**config.mk**
```make
export PLATFORM = sky130hd
export DESIGN_NAME = mfp_reset_sequencer
export DESIGN_NICKNAME = d
export VERILOG_FILES = /design/src/rtl/mfp_reset_pkg.sv /design/src/rtl/mfp_sync_ff.sv /design/src/rtl/mfp_reset_sequencer.sv
export SDC_FILE = /design/constraint.sdc
export NUM_CORES = 1
export LEC_CHECK = 0
export CAP_MARGIN = 15
export CORE_UTILIZATION = 35
export CTS_CLUSTER_DIAMETER = 200
export DETAILED_ROUTE_END_ITERATION = 8
export PLACE_DENSITY = 0.51
export SETUP_SLACK_MARGIN = 0.05
export SKIP_CTS_REPAIR_TIMING = 1
export SLEW_MARGIN = 20
export SYNTH_ARGS = -nofsm -noshare
export SYNTH_HDL_FRONTEND = slang
export SYNTH_HIERARCHICAL = 1
export SYNTH_SLANG_ARGS = --single-unit
```
**constraint.sdc**
```tcl
create_clock -name clk -period 2.7 [get_ports clk]
set_input_delay 0.27 -clock clk [delete_from_list [all_inputs] [get_ports clk]]
set_output_delay 0.27 -clock clk [all_outputs]
set_load 0.02 [all_outputs]
```
**src/rtl/mfp_reset_pkg.sv**
```systemverilog
// -----------------------------------------------------------------------------
// mfp_reset_pkg
// Shared types and constants for the mfp reset sequencer.
//   state_e         : sequencer states (WAIT_LOCK=0, PERIPH=1, RUN=2)
//   RST_CAUSE_*     : 2-bit codes reported on reset_cause
//   max_int()       : elaboration-time helper for sizing the shared counter
// -----------------------------------------------------------------------------
package mfp_reset_pkg;

  typedef enum logic [1:0] {
    ST_WAIT_LOCK = 2'd0,
    ST_PERIPH    = 2'd1,
    ST_RUN       = 2'd2
  } state_e;

  localparam logic [1:0] RST_CAUSE_POR  = 2'b00;
  localparam logic [1:0] RST_CAUSE_LOCK = 2'b01;
  localparam logic [1:0] RST_CAUSE_BTN  = 2'b10;
  localparam logic [1:0] RST_CAUSE_SOFT = 2'b11;

  function automatic int max_int(input int a, input int b);
    return (a > b) ? a : b;
  endfunction

endpackage

```
**src/rtl/mfp_sync_ff.sv**
```systemverilog
// -----------------------------------------------------------------------------
// mfp_sync_ff
// Multi-flop synchronizer for an asynchronous single-bit input.
// Parameters:
//   SYNC_STAGES : number of flops in the chain (>= 2)
//   RESET_VAL   : value loaded into every stage while resetn is low
// Ports:
//   clk    in  : destination clock
//   resetn in  : synchronous active-low reset
//   i_d    in  : asynchronous input
//   o_q    out : synchronized output (last stage of the chain)
// -----------------------------------------------------------------------------
module mfp_sync_ff #(
  parameter int   SYNC_STAGES = 2,
  parameter logic RESET_VAL   = 1'b0
) (
  input  logic clk,
  input  logic resetn,
  input  logic i_d,
  output logic o_q
);

  logic [SYNC_STAGES-1:0] r_chain;

  // NOTE: every stage is reset, not just the output flop, so no stale sample
  // can ripple out of the chain in the cycles right after reset is released.
  always_ff @(posedge clk) begin
    if (!resetn) begin
      r_chain <= {SYNC_STAGES{RESET_VAL}};
    end else begin
      r_chain <= {r_chain[SYNC_STAGES-2:0], i_d};
    end
  end

  assign o_q = r_chain[SYNC_STAGES-1];

endmodule

```
**src/rtl/mfp_reset_sequencer.sv**
```systemverilog
// -----------------------------------------------------------------------------
// mfp_reset_sequencer
// Ordered reset release for mfp_system: waits for a stable PLL lock, releases
// the peripheral/bus reset, then releases the core reset CPU_DELAY cycles
// later. Lock loss, the board button or a soft request restarts the sequence;
// the cause of the latest restart is held on reset_cause.
//
// Optional feature macro: MFP_RESET_DEBOUNCE_EN
//   defined   : synchronized button is debounced over DEBOUNCE_CYCLES cycles
//   undefined : synchronized button is used directly
//
// Parameters:
//   LOCK_STABLE_CYCLES : cycles locked_s must stay high before release (>= 2)
//   CPU_DELAY          : cycles from peripheral release to core release (>= 1)
//   SYNC_STAGES        : synchronizer depth for locked / btn_resetn (>= 2)
//   DEBOUNCE_CYCLES    : button stable time (macro builds only)
// Ports:
//   clk            in  : clk_cpu from the clock stage
//   resetn         in  : synchronous active-low reset
//   locked         in  : asynchronous lock flag from the clock stage
//   btn_resetn     in  : asynchronous active-low board reset button
//   soft_reset_req in  : one-cycle restart request, synchronous to clk
//   periph_resetn  out : peripheral/bus reset, active-low
//   cpu_reset      out : core reset (SI_Reset), active-high
//   run            out : high only in RUN
//   reset_cause    out : 00 POR, 01 lock loss, 10 button, 11 soft
// -----------------------------------------------------------------------------
module mfp_reset_sequencer
  import mfp_reset_pkg::*;
#(
  parameter int LOCK_STABLE_CYCLES = 1024,
  parameter int CPU_DELAY          = 16,
  parameter int SYNC_STAGES        = 2,
  parameter int DEBOUNCE_CYCLES    = 65536
) (
  input  logic       clk,
  input  logic       resetn,
  input  logic       locked,
  input  logic       btn_resetn,
  input  logic       soft_reset_req,
  output logic       periph_resetn,
  output logic       cpu_reset,
  output logic       run,
  output logic [1:0] reset_cause
);

  // One counter serves both timed states; it is cleared on every state change
  // and compared for equality, so it only needs to reach max-1.
  localparam int CNT_MAX = max_int(LOCK_STABLE_CYCLES, CPU_DELAY);
  localparam int CNT_W   = (CNT_MAX > 1) ? $clog2(CNT_MAX) : 1;
  localparam logic [CNT_W-1:0] LOCK_LAST = CNT_W'(LOCK_STABLE_CYCLES - 1);
  localparam logic [CNT_W-1:0] CPU_LAST  = CNT_W'(CPU_DELAY - 1);

  logic w_locked_s;
  logic w_btn_sync;
  logic w_btn_s;
  logic w_restart;
  logic [1:0] w_restart_cause;

  state_e           r_state;
  logic [CNT_W-1:0] r_cnt;
  logic             r_periph_resetn;
  logic             r_cpu_reset;
  logic             r_run;
  logic [1:0]       r_cause;

  mfp_sync_ff #(.SYNC_STAGES(SYNC_STAGES), .RESET_VAL(1'b0)) u_sync_locked (
    .clk    (clk),
    .resetn (resetn),
    .i_d    (locked),
    .o_q    (w_locked_s)
  );

  mfp_sync_ff #(.SYNC_STAGES(SYNC_STAGES), .RESET_VAL(1'b1)) u_sync_btn (
    .clk    (clk),
    .resetn (resetn),
    .i_d    (btn_resetn),
    .o_q    (w_btn_sync)
  );

`ifdef MFP_RESET_DEBOUNCE_EN
  localparam int DB_W = $clog2(DEBOUNCE_CYCLES + 1);

  logic [DB_W-1:0] r_db_cnt;
  logic            r_btn_db;

  // The filtered level follows the synchronized button only after it has
  // disagreed with the filtered level for DEBOUNCE_CYCLES cycles in a row.
  always_ff @(posedge clk) begin
    if (!resetn) begin
      r_btn_db <= 1'b1;
      r_db_cnt <= '0;
    end else if (w_btn_sync == r_btn_db) begin
      r_db_cnt <= '0;
    end else if (r_db_cnt == DB_W'(DEBOUNCE_CYCLES - 1)) begin
      r_btn_db <= w_btn_sync;
      r_db_cnt <= '0;
    end else begin
      r_db_cnt <= r_db_cnt + DB_W'(1);
    end
  end

  assign w_btn_s = r_btn_db;
`else
  assign w_btn_s = w_btn_sync;
`endif

  // Restart sources, highest priority first: lock loss, button, soft.
  // NOTE: the default assignment at the top of the block guarantees every
  // path assigns the output, so no latch is inferred.
  always_comb begin
    w_restart_cause = RST_CAUSE_SOFT;
    if (!w_locked_s) begin
      w_restart_cause = RST_CAUSE_LOCK;
    end else if (!w_btn_s) begin
      w_restart_cause = RST_CAUSE_BTN;
    end
  end

  assign w_restart = !w_locked_s || !w_btn_s || soft_reset_req;

  // Outputs are loaded together with the next state so they move on the
  // transition edge itself.
  // NOTE: all state here uses non-blocking assignments so every flop samples
  // the pre-edge values, independent of statement order.
  always_ff @(posedge clk) begin
    if (!resetn) begin
      r_state         <= ST_WAIT_LOCK;
      r_cnt           <= '0;
      r_cause         <= RST_CAUSE_POR;
      r_periph_resetn <= 1'b0;
      r_cpu_reset     <= 1'b1;
      r_run           <= 1'b0;
    end else begin
      case (r_state)
        ST_WAIT_LOCK: begin
          // Any restart source here only restarts the stability count.
          if (w_restart) begin
            r_cnt <= '0;
          end else if (r_cnt == LOCK_LAST) begin
            r_state         <= ST_PERIPH;
            r_cnt           <= '0;
            r_periph_resetn <= 1'b1;
          end else begin
            r_cnt <= r_cnt + CNT_W'(1);
          end
        end

        ST_PERIPH, ST_RUN: begin
          if (w_restart) begin
            r_state         <= ST_WAIT_LOCK;
            r_cnt           <= '0;
            r_cause         <= w_restart_cause;
            r_periph_resetn <= 1'b0;
            r_cpu_reset     <= 1'b1;
            r_run           <= 1'b0;
          end else if (r_state == ST_PERIPH) begin
            if (r_cnt == CPU_LAST) begin
              r_state     <= ST_RUN;
              r_cnt       <= '0;
              r_cpu_reset <= 1'b0;
              r_run       <= 1'b1;
            end else begin
              r_cnt <= r_cnt + CNT_W'(1);
            end
          end
        end

        default: begin
          // Unused encoding: fall back to the safe, fully-reset state.
          r_state         <= ST_WAIT_LOCK;
          r_cnt           <= '0;
          r_periph_resetn <= 1'b0;
          r_cpu_reset     <= 1'b1;
          r_run           <= 1'b0;
        end
      endcase
    end
  end

  assign periph_resetn = r_periph_resetn;
  assign cpu_reset     = r_cpu_reset;
  assign run           = r_run;
  assign reset_cause   = r_cause;

endmodule

```
Word level (Yosys, flattened, before mapping)

Index checks and enable logic that the tools add are counted.

Muxes and demuxes: 26
Bitwise gates (word level): 1
Equal/unequal tests: 9
Reduce and logical (&&, ||, !) cells: 10
$add $sub $neg: 1

Operator list:

| operator                                                         | number |
|---|---|
| 10-bit 2-to-1 mux                                                | 5 |
| 10-bit case mux with 2 select lines                              | 1 |
| 2-bit 2-to-1 mux                                                 | 6 |
| 10-bit by 1-bit adder with 10-bit output, second input constant  | 1 |
| 10-bit == test, second input constant                            | 1 |
| 10-bit by 4-bit == test with 1-bit output, second input constant | 1 |
| 1-bit 2-to-1 mux                                                 | 10 |
| 2-bit != test, second input constant                             | 3 |
| 3-bit != test, second input constant                             | 2 |
| 1-bit case mux with 2 select lines                               | 3 |
| 3-bit AND reduction                                              | 2 |
| 2-bit case mux with 2 select lines                               | 1 |
| 4-bit AND reduction                                              | 1 |
| 2-bit by 1-bit == test with 1-bit output, second input constant  | 1 |
| 2-bit == test, second input constant                             | 1 |
| 1-bit zero test                                                  | 2 |
| 2-bit zero test                                                  | 1 |
| 1-bit logical OR                                                 | 2 |
| 2-bit AND reduction                                              | 1 |
| 2-bit OR reduction                                               | 1 |
| 1-bit inverter                                                   | 1 |

Register bits: 21
Word-level logic and storage cells: 55
Output and inout bits: 5

Longest topological paths before layout

Gate-level depths: netlist (run 1).

Word-level depth: 5
Depth in mapped cells: 8

Hierarchy

Netlist (run 1), hierarchy kept.

By module, submodules not included:

| module              | area an instance (um^2) | times used | sequential area each (um^2) | cells an instance |
|---|---|---|---|---|
| mfp_reset_sequencer | 982.2                   | 1          | 340.3                       | 118 |
| mfp_sync_ff         | 52.6                    | 2          | 40.0                        | 4 |

Least setup slack after synthesis (run 1)

Ideal clock, no wire load.

Path kind: register to register
From: register r_state[0]
To: register r_cnt[4]
Clock period less this slack: 1.791 ns
Stages on the path, launching flop included: 8
Library setup time: 0.076 ns
Slack: 0.909 ns
Arrival: 1.716 ns
Cell sequence: dfxtp_1 -> inv_1 -> ha_1 -> nand4b_1 -> nor2_1 -> buf_4 -> o221ai_1 -> a21boi_0

Longest elaborated chain between the ends: 3
Elaborated cells on any way between the ends: 6
Those cells by class: eq/ne: 3; mux: 1; reduce/logical: 2

Ends and longest elaborated chain:

| what                                                                             | RTL line                                               | source |
|---|---|---|
| start, declared                                                                  | mfp_reset_sequencer.sv:60                              | `state_e r_state;` |
| start signal, assigned                                                           | mfp_reset_sequencer.sv:128                             | `r_state <= ST_WAIT_LOCK;` |
| start signal, assigned                                                           | mfp_reset_sequencer.sv:141                             | `r_state <= ST_PERIPH;` |
| start signal, assigned                                                           | mfp_reset_sequencer.sv:151                             | `r_state <= ST_WAIT_LOCK;` |
| 2-bit by 1-bit == test with 1-bit output / 2-bit == test (equally long branches) | mfp_reset_sequencer.sv:135, mfp_reset_sequencer.sv:157 |  |
| 2-bit OR reduction                                                               | mfp_reset_sequencer.sv:135                             | `case (r_state)` |
| 10-bit case mux with 2 select lines / 3-bit != test (equally long branches)      | -                                                      |  |
| end signal, assigned                                                             | mfp_reset_sequencer.sv:145                             | `r_cnt <= r_cnt + CNT_W'(1);` |
| end signal, assigned                                                             | mfp_reset_sequencer.sv:164                             | `r_cnt <= r_cnt + CNT_W'(1);` |
| end, declared                                                                    | mfp_reset_sequencer.sv:61                              | `logic [CNT_W-1:0] r_cnt;` |

Parallel ways exist; a longest one is shown, timed or not.
A chain may end at the register's enable or synchronous reset.

Worst setup path in the final report (run 1)

From: register r_state[0]
To: register r_cnt[2]

The elaborated chain is that of the path after synthesis.

==> results_dict.tcl, run 1 <==
set metrics [dict create \
    outcome "finished, final reports clean" \
    placementRows 19 \
    hold_depth 1 \
    p_leak_uw 0.0004252 \
    fin_skew_ns 0.004161 \
    synth_area_mm2 0.001087 \
    cts_root_buffer "clkbuf_4" \
    drtAntennaViolNets 0 \
    arrival_ns 2.50 \
    final_util_pct 43.46 \
    timing.final.crit_share_pct 84.98 \
    drt_iter0_markers 43 \
    grt_max_degree 17 \
    drtPass1Iterations 4 \
    io-pin-count 10 \
    critPathMaxFanout 10 \
    wl_met3_um 42 \
    placed_area_mm2 0.001212 \
    ff2ff_path_depth 8 \
    die-width_um 57.74 \
    ys_top_cells_by_area "dfxtp_1 39%, nand2_1 5.9%, ha_1 4.6%" \
    port_buffers 9 \
    gp_congestion 0.7783 \
    start_kind "flip-flop" \
    top_layer_used "met4" \
    crit_required_ns 2.91 \
    ys_types 38 \
    htree_levels 1 \
    netlist.area_leader.share_pct 38.67 \
    vias_per_cell 5.464 \
    initial_core_util_pct 38.11 \
    critPathKind "reg2reg" \
    ir_drop_mv 0.1956 \
    p_per_area_mw_per_mm2 400.0 \
    finalNetCount 147 \
    fin_area_mm2 0.001240 \
    coreArea_mm2 0.002853 \
    wire_per_inst_um 12.53 \
    tightestPinTransition_ns 0.6452 \
    drv_cap 0 \
    synth_top_area_cell "dfxtp_1" \
    cts_sinks 21 \
    grt_pass1_wl_um 3670 \
    power_uw 496.0 \
    clkTransAtPathRegs_ns 0.13 \
    ys.flop_type "dfxtp_1" \
    die_h_um 57.74 \
    grt_pass1_vias 783 \
    wl_met2_um 890 \
    maxSlewViolCount 0 \
    cts_tree "yes" \
    area_growth_pct 14.04 \
    clockBufferDepth 2 \
    grt_usage_pct 14.35 \
    synth_edf_count 0 \
    fin_tns_setup_ns 0 \
    maxSlewHeadroom_pct 56.83 \
    hp-class "reg2reg" \
    ys_ff_latch 21 \
    drive_gt1_share_pct 13.87 \
    drc_errors 0 \
    m1WireLength_um 1143 \
    grt-ovfl-total 0 \
    ys_seq_area_share_pct 38.67 \
    antenna_found_initial 0 \
    num_vias 918 \
    routed_wl_um 2105 \
    num_antenna_cells 0 \
    cp-end-kind "flip-flop" \
    hold_violations 0 \
    fmax_mhz 435.9 \
    syn_nets 135 \
    syn_avg_cell_area_um2 8.629 \
    rsz0062_at_grt "false" \
    async_flop_share_pct 0 \
    syn-instance-count 126 \
    clk_latency_ns 0.31 \
    die-area_mm2 0.003333 \
    numCtsBuffers 3 \
    hpwl_um 1506 \
    yosys_warnings 6 \
    finalSetupViolCount 0 \
    finalCriticalPeriod_ns 2.294 \
]
metal layers:
metal	global-route usage (%)	up-vias
met5	0	-
met4	7.143	0
met3	2.009	4
met2	20.60	14
met1	21.00	426
li1	-	474
sequential cells by signal, summed over array words and instances, names as in the netlist:
| signal | flops |
|---|---|
| cpu_reset | 1 |
| reset_cause | 2 |
| run | 1 |
| r_cnt | 10 |
| periph_resetn | 1 |
| r_state | 2 |
| u_sync_locked/r_chain | 2 |
| u_sync_btn/r_chain | 2 |
where the power goes:
group          internal, µW  leakage (µW)  total (µW)  switching [µW]
registers               313      0.000170         315            2.05
clock network          55.3     0.0000177         159             104
logic                  12.3      0.000237        21.9            9.61
total                   380      0.000425         496             116
placed cells by master, fill, tap and decap left out, drive strengths merged, types with 2 or more instances in the layout:
cell type / instances
a21boi: 6
a21oi: 5
and2: 3
and3: 3
buf: 2
clkbuf: 3
clkdlybuf4s50: 9
dfxtp: 21
ha: 4
inv: 3
nand2: 17
nand2b: 4
nand3: 7
nand3b: 2
nor2: 11
nor3: 2
nor4: 3
nor4b: 3
o21ai: 8
o221a: 3
o221ai: 2
or2: 3
synthesized netlist by cell type, types with 2 or more instances:
cell / number
dfxtp_1: 21
nand2_1: 17
nor2_1: 11
a21boi_0: 6
nand3_1: 6
o21ai_0: 6
a21oi_1: 5
ha_1: 4
nand2b_1: 4
and2_1: 3
clkbuf_1: 3
inv_1: 3
nor4b_1: 3
o221a_2: 3
or2_2: 3
and3_1: 2
nand3b_1: 2
nor3_1: 2
nor4_1: 2
o221ai_1: 2
worst paths after layout:
path / startpoint / endpoint / slack, ns
worst max register to register: r_state[0] / r_cnt[2] / 0.41
worst min register to register: u_sync_btn/r_chain[0] / u_sync_btn/r_chain[1] / 0.42
worst max-delay path: r_state[0] / r_cnt[2] / 0.41
worst min-delay path: u_sync_btn/r_chain[0] / u_sync_btn/r_chain[1] / 0.42
through the flow:
| stage | hold slack (ns) | setup WS (ns) | instances |
|---|---|---|---|
| detailed placement | 0.3984 | 0.4587 | 164 |
| finish | 0.4225 | 0.4056 | 168 |
| floorplan | 0.3430 | 0.9087 | 126 |
| CTS | 0.4296 | 0.4317 | 168 |
| global route | 0.4520 | 0.2025 | 168 |
| global placement | 0.3902 | 0.4972 | 164 |
worst max-delay path, stage by stage, from the launching register on:
cell and delay (ns):
dfxtp_1 0.41, inv_1 0.06, ha_1 0.38, nand4b_1 0.23, nor2_1 0.56, buf_4 0.27
nor3b_1 0.05, o21ai_0 0.14, a21boi_0 0.09
cell type report:
type | instances | area, µm²
Timing Repair Buffer | 11 | 105.1
Inverter | 3 | 11.26
Multi-Input combinational cell | 98 | 636.9
Clock buffer | 3 | 22.52
Fill cell | 295 | 1613
Tap cell | 31 | 38.79
Clock inverter | 1 | 5.005
Sequential cell | 21 | 420.4
cells by family (layout without fill, tap and decap cells):
logic type / count (synthesis) / in the layout / synth area share [%]
AOI/OAI and AO/OA: 27 / 27 / 18.18
xor gates and xnor gates: 2 / 2 / 1.611
adders and majority gates: 4 / 4 / 4.603
buffers and inverters: 7 / 18 / 2.762
DFF: 21 / 21 / 38.66
and+or+nand+nor: 65 / 65 / 34.18
Power figures use the tool's default switching activity.
==> run 2: changes to the inputs <==
==> constraint.sdc (replaced) <==
create_clock -name clk -period 2.4 [get_ports clk]
set_input_delay 0.24 -clock clk [delete_from_list [all_inputs] [get_ports clk]]
set_output_delay 0.24 -clock clk [all_outputs]
set_load 0.02 [all_outputs]
==> run 2 against run 1 <==
Compared with the run above: core utilization is 0.26 points higher; clock power rose by 10%; clock-buffer cell count stayed put; global-route usage rose by 0.60 points; sequential share of layout area fell by 0.20 points; sequential power rose by 12%; wire length increased by 1.1%; worst hold slack gained 0.0045 ns; combinational power increased by 16%; die area unchanged; highest routed layer unchanged; critical path type unchanged; critical endpoint is now r_cnt[7]; worst setup slack improved by 0.0042 ns.
==> results_dict.tcl, run 2 (synthesis gave the netlist of run 1 again) <==
set metrics [dict create \
    outcome "finished, final reports clean" \
    start_kind "flip-flop" \
    vias_per_cell 5.331 \
    critPathKind "reg2reg" \
    arrival_ns 2.25 \
    clockBufferDepth 2 \
    use_met1_pct 19.97 \
    area_growth_pct 14.73 \
    r2r_end "r_cnt[7]" \
    grtUsageMet2_pct 23.92 \
    finalSetupViolCount 0 \
    grt-busiest-layer "met2" \
    mostFrequentLayoutCells "21 x dfxtp_1, 17 x nand2_1, 11 x nor2_1" \
    hp-start "u_sync_btn/r_chain[0]" \
    grt_pass1_vias 882 \
    port_buffers 9 \
    hold_violations 0 \
    grt_max_degree 18 \
    ir_drop_mv 0.3662 \
    cts_tree "yes" \
    clk_latency_ns 0.31 \
    numCtsBuffers 3 \
    cts_root_buffer "clkbuf_4" \
    maxSlewViolCount 0 \
    finalNetCount 148 \
    coreArea_mm2 0.002853 \
    grt-ovfl-total 0 \
    setup_slack_ns 0.4098 \
    whs_ns 0.4270 \
    hp-class "reg2reg" \
    reg2reg_slack_ns 0.41 \
    top_register "r_cnt" \
    antenna_found_initial 0 \
    place_ws_ns 0.4304 \
    power_uw 554.3 \
    initial_core_util_pct 38.11 \
    hpwl_um 1523 \
    finalCriticalPeriod_ns 1.990 \
    fin_tns_setup_ns 0 \
    grt_usage_pct 14.94 \
    htree_levels 1 \
    tightestPinTransition_ns 0.5056 \
    largest_reg_flops 10 \
    num_vias 901 \
    die_h_um 57.74 \
    cts_sinks 21 \
    wire_per_inst_um 12.60 \
    gp_congestion 0.7654 \
    num_antenna_cells 0 \
    grt_pass1_wl_um 3912 \
    die-width_um 57.74 \
    fin_skew_ns 0.002674 \
    die-area_mm2 0.003333 \
    timing.final.crit_share_pct 82.92 \
    drc_errors 0 \
    drtAntennaViolNets 0 \
    cp-end-kind "flip-flop" \
    drive_gt1_share_pct 14.49 \
    layout_commonest_cell "dfxtp_1" \
    ff2ff_path_depth 8 \
    p_per_area_mw_per_mm2 444.4 \
    drtPass1Iterations 2 \
    hold_path_end "u_sync_btn/r_chain[1]" \
    placementRows 19 \
    io-pin-count 10 \
    p_leak_uw 0.0004305 \
    regToRegStartpoint "r_state[0]" \
    drv_cap 0 \
    crit_required_ns 2.66 \
    rsz0062_at_grt "false" \
    clkTransAtPathRegs_ns 0.12 \
    fmax_mhz 502.5 \
    use_met3_pct 4.688 \
    hold_depth 1 \
    critPathMaxFanout 17 \
    routed_wl_um 2129 \
    maxSlewHeadroom_pct 66.19 \
    drt_iter0_markers 21 \
]
==> run 2: cell count changes in the layout (fill, tap and decap cells not counted), sizes merged <==
cell | before | now
buf | 2 | 3
==> run 2: area by class of cell <==
type                    instances  area, µm²
clock inverters                 1      5.005
multi-input cells              98      636.9
clock buffers                   3      22.52
fillers                       296       1605
repair buffers                 12      112.6
well taps                      31      38.79
flip-flops and latches         21      420.4
inverters                       3      11.26
==> run 2: where the power goes <==
group / switching (µW) / internal (µW) / total (µW)
Combinational: 11.0 / 14.3 / 25.3
Sequential: 2.19 / 352 / 354
Clock: 113 / 62.2 / 175
==> run 2: critical path, cell delays in order (launching register included) <==
cell and delay, ns:
dfxtp_1 0.41, inv_1 0.06, ha_1 0.38, nand4b_1 0.23, nor2_1 0.06, buf_4 0.19, or3_1 0.39, xor2_1 0.14
nor2_1 0.07
==> run 2: worst max-delay path by stage <==
stage,from,end
6_report,r_state[0],r_cnt[7]
5_1_grt,r_state[0],r_cnt[9]
4_1_cts,r_state[0],r_cnt[9]
3_5_place_dp,r_state[0],r_cnt[9]
3_3_place_gp,r_state[0],r_cnt[7]
2_1_floorplan,r_state[0],r_cnt[4]
==> run 2: routing by layer <==
metal / vias to the layer above / part of all wire [%]
met5: - / 0
met4: 0 / 0.89
met3: 2 / 3.4
met2: 9 / 43
met1: 411 / 53
li1: 479 / -
==> run 2: stage by stage <==
stage / util, % / instances / cell area (µm²)
floorplan: - / 126 / 1087
global placement: 42.76 / 165 / 1220
detailed placement: 42.76 / 165 / 1220
CTS: 43.73 / 169 / 1247
global route: 43.73 / 169 / 1247
finish: 43.73 / 169 / 1247
==> run 3: changes to the inputs <==
==> constraint.sdc (replaced) <==
create_clock -name clk -period 2.1 [get_ports clk]
set_input_delay 0.21 -clock clk [delete_from_list [all_inputs] [get_ports clk]]
set_output_delay 0.21 -clock clk [all_outputs]
set_load 0.02 [all_outputs]
==> run 3 against run 2 <==
Compared with the run above: worst hold slack got worse by 0.0035 ns; non-clock buffer count increased by 1; worst setup slack worse by 0.18 ns; clock power grew 7%; global-route usage down 0.41 points; core utilization is 0.79 points higher; clock skew rose by 0.0036 ns; die area unchanged; fmax grew 6.5%; clock-buffer cell count grew 1; sequential cell count is the same; register-to-register slack worse by 0.18 ns.
==> results_dict.tcl, run 3 (synthesis gave the netlist of run 1 again) <==
set metrics [dict create \
    wire_per_inst_um 12.18 \
    ir_drop_mv 0.3663 \
    outcome "finished, final reports clean" \
    drt_iter0_markers 35 \
    fmax_mhz 535.1 \
    clockBufferDepth 2 \
    crit_required_ns 2.33 \
    maxSlewHeadroom_pct 71.30 \
    hpwl_um 1522 \
    whs_ns 0.4235 \
    final_util_pct 44.52 \
    hp-start "u_sync_btn/r_chain[0]" \
    rsz0062_at_grt "false" \
    cts_tree "yes" \
    num_antenna_cells 0 \
    routed_wl_um 2070 \
    p_leak_uw 0.0004342 \
    path_delay_family "compound AO/OA/AOI/OAI gates" \
    regToRegStartpoint "r_state[1]" \
    num_vias 917 \
    grt-ovfl-total 0 \
    cp-end-kind "flip-flop" \
    clk_latency_ns 0.30 \
    io-pin-count 10 \
    hp-class "reg2reg" \
    die_h_um 57.74 \
    coreArea_mm2 0.002853 \
    top_register "r_cnt" \
    cts_root_buffer "clkbuf_4" \
    fin_area_mm2 0.001270 \
    area_growth_pct 16.80 \
    start_kind "flip-flop" \
    die-area_mm2 0.003333 \
    cts_sinks 21 \
    path_common_cell "buf_4" \
    drtPass1Iterations 4 \
    drtAntennaViolNets 0 \
    grt_usage_pct 14.53 \
    timing.final.crit_share_pct 89.00 \
    slowest_stage "ha_2" \
    placed_area_mm2 0.001240 \
    largest_reg_flops 10 \
    finalCriticalPeriod_ns 1.869 \
    hold_violations 0 \
    die-width_um 57.74 \
    finalNetCount 149 \
    drc_errors 0 \
    initial_core_util_pct 38.11 \
    tightestPinTransition_ns 0.4292 \
    grt_max_degree 18 \
    htree_levels 1 \
    path_buf_inv 3 \
    crit_start "r_state[1]" \
    drive_gt1_share_pct 15.83 \
    mostFrequentLayoutCells "20 x dfxtp_1, 17 x nand2_1, 11 x nor2_1" \
    grt_pass1_wl_um 3815 \
    finalSetupViolCount 0 \
    gp_congestion 0.7664 \
    fin_tns_setup_ns 0 \
    numCtsBuffers 3 \
    antenna_found_initial 0 \
    critPathKind "reg2reg" \
    clkTransAtPathRegs_ns 0.11 \
    grt_pass1_vias 856 \
    arrival_ns 2.10 \
    placementRows 19 \
    power_uw 620.5 \
    layout_commonest_cell "dfxtp_1" \
    drv_cap 0 \
    critPathMaxFanout 9 \
    path_cells "inv_1 -> ha_2 -> nand4b_1 -> buf_4 -> o32ai_2 -> buf_4 -> o21ai_0 -> a21boi_0" \
    p_per_area_mw_per_mm2 488.6 \
    maxSlewViolCount 0 \
    slowest_delay_ns 0.39 \
    vias_per_cell 5.394 \
    fin_skew_ns 0.006237 \
    port_buffers 9 \
]
-- run 3: cell types whose count changed in the layout (fill, tap and decap cells not counted), sizes merged --
cell	change
buf	+1
clkbuf	+1
clkinv	-1
-- run 3: final timing paths --
kind | depth (start not counted) | end | slack [ns]
min | 1 | u_sync_btn/r_chain[1] | 0.42
max | 8 | r_cnt[2] | 0.23
min reg2reg | 1 | u_sync_btn/r_chain[1] | 0.42
max reg2reg | 8 | r_cnt[2] | 0.23
-- run 3: routing by layer --
metal | wire length [µm] | vias to the layer above | GRT usage, %
li1 | - | 480 | -
met1 | 1093 | 424 | 20.80
met2 | 900 | 11 | 21.93
met3 | 59 | 2 | 4.018
met4 | 17 | 0 | 3.061
met5 | 0 | - | 0
-- run 3: report_power, final --
| part | switching (µW) | leakage [µW] | internal, µW | total, µW |
|---|---|---|---|---|
| Clock | 113 | 0.0000150 | 73.9 | 187 |
| Sequential | 2.56 | 0.000171 | 402 | 405 |
| Combinational | 12.3 | 0.000249 | 16.4 | 28.7 |
| Total | 128 | 0.000434 | 492 | 621 |
-- run 3: area by class of cell --
class | count | area, µm²
tap | 31 | 38.79
clock buffer | 4 | 26.28
inverter | 3 | 11.26
fill | 300 | 1583
timing repair buffer | 13 | 132.6
multi-input combinational | 98 | 639.4
sequential | 21 | 421.7
-- run 3: stage by stage --
step,worst slack [ns],cells
2_1_floorplan,0.3087,126
3_3_place_gp,0.2386,166
6_report,0.2311,170
3_5_place_dp,0.2246,166
5_1_grt,0.07431,170
4_1_cts,0.1993,170
